==> src/rtl/data_mem_ctrl.sv <==
// rtl/data_mem_ctrl.sv - word-addressed data memory with byte-enabled writes and fixed-latency reads
module data_mem_ctrl #(
  parameter int MEM_DEPTH  = 64,
  parameter int DATA_WIDTH = 32,
  parameter int RD_LATENCY = 2,
  localparam int ADDR_WIDTH = $clog2(MEM_DEPTH),
  localparam int BE_WIDTH   = DATA_WIDTH / 8
) (
  input  logic                  clk,
  input  logic                  reset,
  input  logic                  req_valid,
  output logic                  req_ready,
  input  logic                  we,
  input  logic [ADDR_WIDTH-1:0] addr,
  input  logic [DATA_WIDTH-1:0] wdata,
  input  logic [BE_WIDTH-1:0]   be,
  output logic                  valid_data,
  output logic [DATA_WIDTH-1:0] rdata,
  output logic [15:0]           rd_cnt,
  output logic [15:0]           wr_cnt
);

  typedef enum logic [1:0] {IDLE, WAIT, RESP} state_t;

  localparam logic [3:0] CNT_LOAD = (RD_LATENCY > 1) ? 4'(RD_LATENCY - 2) : 4'd0;

  state_t                  state_q;
  logic [3:0]              cnt_q;
  logic [ADDR_WIDTH-1:0]   addr_q;
  logic                    req_ready_q;
  logic                    valid_q;
  logic [DATA_WIDTH-1:0]   rdata_q;
  logic [15:0]             rd_cnt_q, rd_cnt_d;
  logic [15:0]             wr_cnt_q, wr_cnt_d;
  logic [DATA_WIDTH-1:0]   mem_q [MEM_DEPTH];

  logic acc, rd_acc, wr_acc;

  always_comb begin
    acc      = req_valid && req_ready_q;
    rd_acc   = acc && !we;
    wr_acc   = acc && we;
    rd_cnt_d = (rd_acc && rd_cnt_q != 16'hFFFF) ? rd_cnt_q + 16'd1 : rd_cnt_q;
    wr_cnt_d = (wr_acc && wr_cnt_q != 16'hFFFF) ? wr_cnt_q + 16'd1 : wr_cnt_q;
  end

  // Storage is deliberately outside the reset domain so contents survive reset.
  always_ff @(posedge clk) begin
    if (wr_acc) begin
      for (int i = 0; i < BE_WIDTH; i++) begin
        if (be[i]) mem_q[addr][8*i +: 8] <= wdata[8*i +: 8];
      end
    end
  end

  always_ff @(posedge clk or negedge reset) begin
    if (!reset) begin
      state_q     <= IDLE;
      cnt_q       <= 4'd0;
      addr_q      <= '0;
      req_ready_q <= 1'b0;
      valid_q     <= 1'b0;
      rdata_q     <= '0;
      rd_cnt_q    <= 16'd0;
      wr_cnt_q    <= 16'd0;
    end else begin
      valid_q     <= 1'b0;
      req_ready_q <= 1'b1;
      rd_cnt_q    <= rd_cnt_d;
      wr_cnt_q    <= wr_cnt_d;
      case (state_q)
        WAIT: begin
          if (cnt_q == 4'd0) begin
            state_q <= RESP;
            valid_q <= 1'b1;
            rdata_q <= mem_q[addr_q];
          end else begin
            cnt_q       <= cnt_q - 4'd1;
            req_ready_q <= 1'b0;
          end
        end
        default: begin
          if (rd_acc) begin
            addr_q <= addr;
            // Single-cycle latency samples the array on the accepting edge itself.
            if (RD_LATENCY == 1) begin
              state_q <= RESP;
              valid_q <= 1'b1;
              rdata_q <= mem_q[addr];
            end else begin
              state_q     <= WAIT;
              cnt_q       <= CNT_LOAD;
              req_ready_q <= 1'b0;
            end
          end else begin
            state_q <= IDLE;
          end
        end
      endcase
    end
  end

  assign req_ready  = req_ready_q;
  assign valid_data = valid_q;
  assign rdata      = rdata_q;
  assign rd_cnt     = rd_cnt_q;
  assign wr_cnt     = wr_cnt_q;

endmodule

==> config.mk <==
export PLATFORM = sky130hd
export DESIGN_NAME = data_mem_ctrl
export DESIGN_NICKNAME = d
export VERILOG_FILES = /design/src/rtl/data_mem_ctrl.sv
export SDC_FILE = /design/constraint.sdc
export NUM_CORES = 2
export LEC_CHECK = 0
export BUFFER_PORTS_ARGS = -buffer_cell sky130_fd_sc_hd__buf_2
export CAP_MARGIN = 20
export CORE_ASPECT_RATIO = 1.1
export CORE_UTILIZATION = 56
export DETAILED_ROUTE_END_ITERATION = 8
export GPL_TIMING_DRIVEN = 0
export PLACE_DENSITY_LB_ADDON = 0.25
export SYNTH_ARGS = -nofsm -noshare
export SYNTH_HDL_FRONTEND = slang
export SYNTH_SLANG_ARGS = --single-unit
export TNS_END_PERCENT = 20
==> constraint.sdc <==
create_clock -name clk -period 2.6 [get_ports clk]
set_clock_uncertainty 0.2 [all_clocks]
set_input_delay 0.39 -clock clk [delete_from_list [all_inputs] [get_ports clk]]
set_output_delay 0.39 -clock clk [all_outputs]
set_load 0.02 [all_outputs]
==> results_dict.tcl <==
set metrics [dict create \
    antenna_found_initial 9 \
    drive_above_1_share_pct 29.1 \
    critPathMaxStageDelay_ps 530 \
    yosys.area.top_type_share_pct 74.4 \
    worstHoldStart "be[0]" \
    met1_usage_pct 37.5 \
    synthFlopType "edfxtp_1" \
    path_class "reg -> reg" \
    synthArstFlopShare_pct 3.67 \
    min_period_ps 3050 \
    maxCapViolations 0 \
    r2r_end "rdata[23]$_DFFE_PN0P_" \
    final_common_cell "edfxtp_1" \
    slew_viol_final 0 \
    core_sq_um 146000 \
    placed_cell_area_sq_um 86000 \
    grt_max_degree 65 \
    holdPathEnd "mem_q[0][0]$_DFFE_PP_" \
    reg2reg_depth 10 \
    mostFrequentLayoutCells "2048 x edfxtp_1, 443 x mux2i_1, 319 x mux4_2" \
    cts_made_buffers 200 \
    drc_errors 0 \
    grtUsageTotal_pct 29.7 \
    crit_arrival_ps 3580 \
    crit_top_cell "buf_12" \
    ys_ff_latch 2126 \
    synth_cell_type_count 45 \
    slew_headroom_pct 0.868 \
    hold_violations 0 \
    grt_first_pass_wirelength_um 310000 \
    clk_pin_slew_ps 60 \
    htreeDepth 4 \
    place.gp.congestion 0.937 \
    crit_chain "buf_12, buf_12, buf_12, buf_12, buf_6, mux4_2, mux4_2, o22ai_2, a211oi_2, a221o_1" \
    fin_util_pct 66.5 \
    grt_use_met3_pct 5.73 \
    syn_avg_cell_area_sq_um 19.8 \
    reg2reg_slack_ps -450 \
    cts_tree "yes" \
    yosysSeqAreaShare_pct 76.7 \
    final_cell_area_sq_um 97200 \
    dp.cells 6251 \
    synthTopCellsByArea "edfxtp_1 74%, mux4_2 8.7%, mux2i_1 5.4%" \
    synth_top_area_cell "edfxtp_1" \
    clkLatencyLatePin_ps 850 \
    power_leakage_uw 0.0311 \
    die-area_sq_um 149000 \
    synth_edf_count 2048 \
    finalNonFillerCells 6694 \
    drt_first_iter_violations 5887 \
    powerDensity_nw_per_um2 1020 \
    cts_max_path_buffers 3 \
    fin_ws_ps -452 \
    fmax_ghz 0.328 \
    die_x_um 368 \
    area_growth_pct 17.5 \
    grt_pass1_vias 43400 \
    slowest_stage "mux4_2" \
    syn_nets 4233 \
    worstReg2RegStart "addr_q[0]$_DFFE_PN0P_" \
    required_ps 3130 \
    synth_area_sq_um 82700 \
    vdd_drop_max_mv 1.02 \
    ys_warn_count 0 \
    dieHeight_um 405 \
    final_nets 4652 \
    hold_depth 3 \
    met2_usage_pct 49.7 \
    netlist_instances 4183 \
    post_drt_wl_per_cell_um 33.1 \
    setup_tns_ps -12190 \
    io_buffers 105 \
    root_buffer "clkbuf_16" \
    end_kind "flop" \
    routed_wl_um 222000 \
    worstMarginPinSlew_ps 1490 \
    dp.final_hpwl_um 153000 \
    critPathMaxFanout 7 \
    status "finished, violations left" \
    rows 147 \
    vias 43600 \
    setup_viol 43 \
    start_kind "flop" \
    rsz0062_at_grt "true" \
    clock_sinks 2126 \
    io_pins 112 \
    period_share_pct 117 \
    violations "negative setup slack" \
    busiest_layer "met2" \
    detail_route.first_pass.iterations 8 \
    grt_overflow 0 \
    start_util_pct 56.5 \
    min_path_type "in -> reg" \
    vias_per_cell 6.51 \
    drtAntennaViolNets 0 \
]
-- worst max-delay path by stage --
| stage | endpoint | start | cells past startpoint | slack (ps) |
|---|---|---|---|---|
| 6_report | rdata[23]$_DFFE_PN0P_ | addr_q[0]$_DFFE_PN0P_ | 10 | -450 |
| 5_1_grt | rdata[23]$_DFFE_PN0P_ | addr_q[0]$_DFFE_PN0P_ | 10 | -450 |
| 4_1_cts | rdata[16]$_DFFE_PN0P_ | addr_q[0]$_DFFE_PN0P_ | 11 | -370 |
| 3_5_place_dp | rdata[8]$_DFFE_PN0P_ | addr_q[2]$_DFFE_PN0P_ | 9 | -1590 |
| 3_3_place_gp | rdata[15]$_DFFE_PN0P_ | addr_q[5]$_DFFE_PN0P_ | 7 | -1840 |
| 2_1_floorplan | rdata[1]$_DFFE_PN0P_ | addr_q[4]$_DFFE_PN0P_ | 8 | 30 |
-- metrics by stage --
step | setup slack (ps) | power, uW | hold WS (ps)
final | -452 | 99100 | 131
after global routing | -450 | 101000 | 115
after CTS | -367 | 97800 | 81.0
after detailed placement | -1590 | 66600 | 158
after global placement | -1840 | 66200 | 272
after floorplan | 27.6 | 55900 | -106
-- Yosys cell counts (6+ instances only) --
cell,instances
o211ai_1,33
clkbuf_1,119
nor2b_1,38
mux4_2,319
nor2_1,273
edfxtp_1,2048
a22oi_1,160
buf_6,8
a221o_1,32
nand2_1,93
buf_1,25
a31oi_1,34
a22o_1,32
nor3_1,7
xor2_1,10
a211oi_1,64
and3_1,8
o22ai_1,32
nor3b_1,6
o21ai_0,33
dfrtp_1,78
inv_1,6
mux2_1,31
a2111oi_0,33
buf_2,99
nand3_1,49
xnor2_1,19
mux2i_1,449
mux2_2,8
-- what timing repair did --
item / in CTS / in global routing
hold endpoints to repair: 497 / 547
pin swaps: 46 / 30
gates resized for setup: 956 / 112
endpoints found under the setup margin: 2082 / 722
hold buffers: 27 / 17
gates cloned: 5 / 1
buffers inserted: 9 / 12
-- flip-flops by register name, summed over array words and instances (netlist names) --
signal,flops
mem_q,2048
rdata,32
cnt_q,4
state_q,2
rd_cnt,16
addr_q,6
req_ready,1
wr_cnt,16
valid_data,1
-- worst max-delay path, delay by kind of cell (launching register included) --
family,cells,cell delay [ps]
compound gates,3,540
flops,1,390
buf+inv,5,700
mux,2,1060
-- power breakdown --
| part | total [uW] | internal, uW | switching (uW) | leakage (uW) |
|---|---|---|---|---|
| clock network | 27700 | 15300 | 12400 | 0.00299 |
| registers | 38600 | 38000 | 581 | 0.0194 |
| logic | 32900 | 13300 | 19500 | 0.00873 |
-- cell families after synthesis --
| family | synth area share (%) |
|---|---|
| AND/OR/NAND/NOR | 2.59 |
| adder cells (fa/ha/maj) | 0.0605 |
| flip-flops | 76.7 |
| multiplexers | 14.7 |
| XOR/XNOR | 0.307 |
| buffers and inverters | 1.47 |
| AO/OA/AOI/OAI | 4.17 |
-- routing by layer --
layer | wire length (um) | up-vias
met2 | 112000 | 2499
met5 | 38 | -
li1 | - | 18000
met3 | 19300 | 462
met1 | 79800 | 22600
met4 | 10700 | 6
-- area by class of cell --
type,count,area (sq um)
Sequential cell,2126,63500
Fill cell,9255,49000
Multi-Input combinational cell,1795,21000
Clock buffer,254,5280
Tap cell,1937,2420
Timing Repair Buffer,220,2130
Buffer,253,2070
Clock inverter,100,846
Inverter,6,22.5
Antenna cell,3,7.51
No activity file was read; power rests on OpenSTA's default activity.
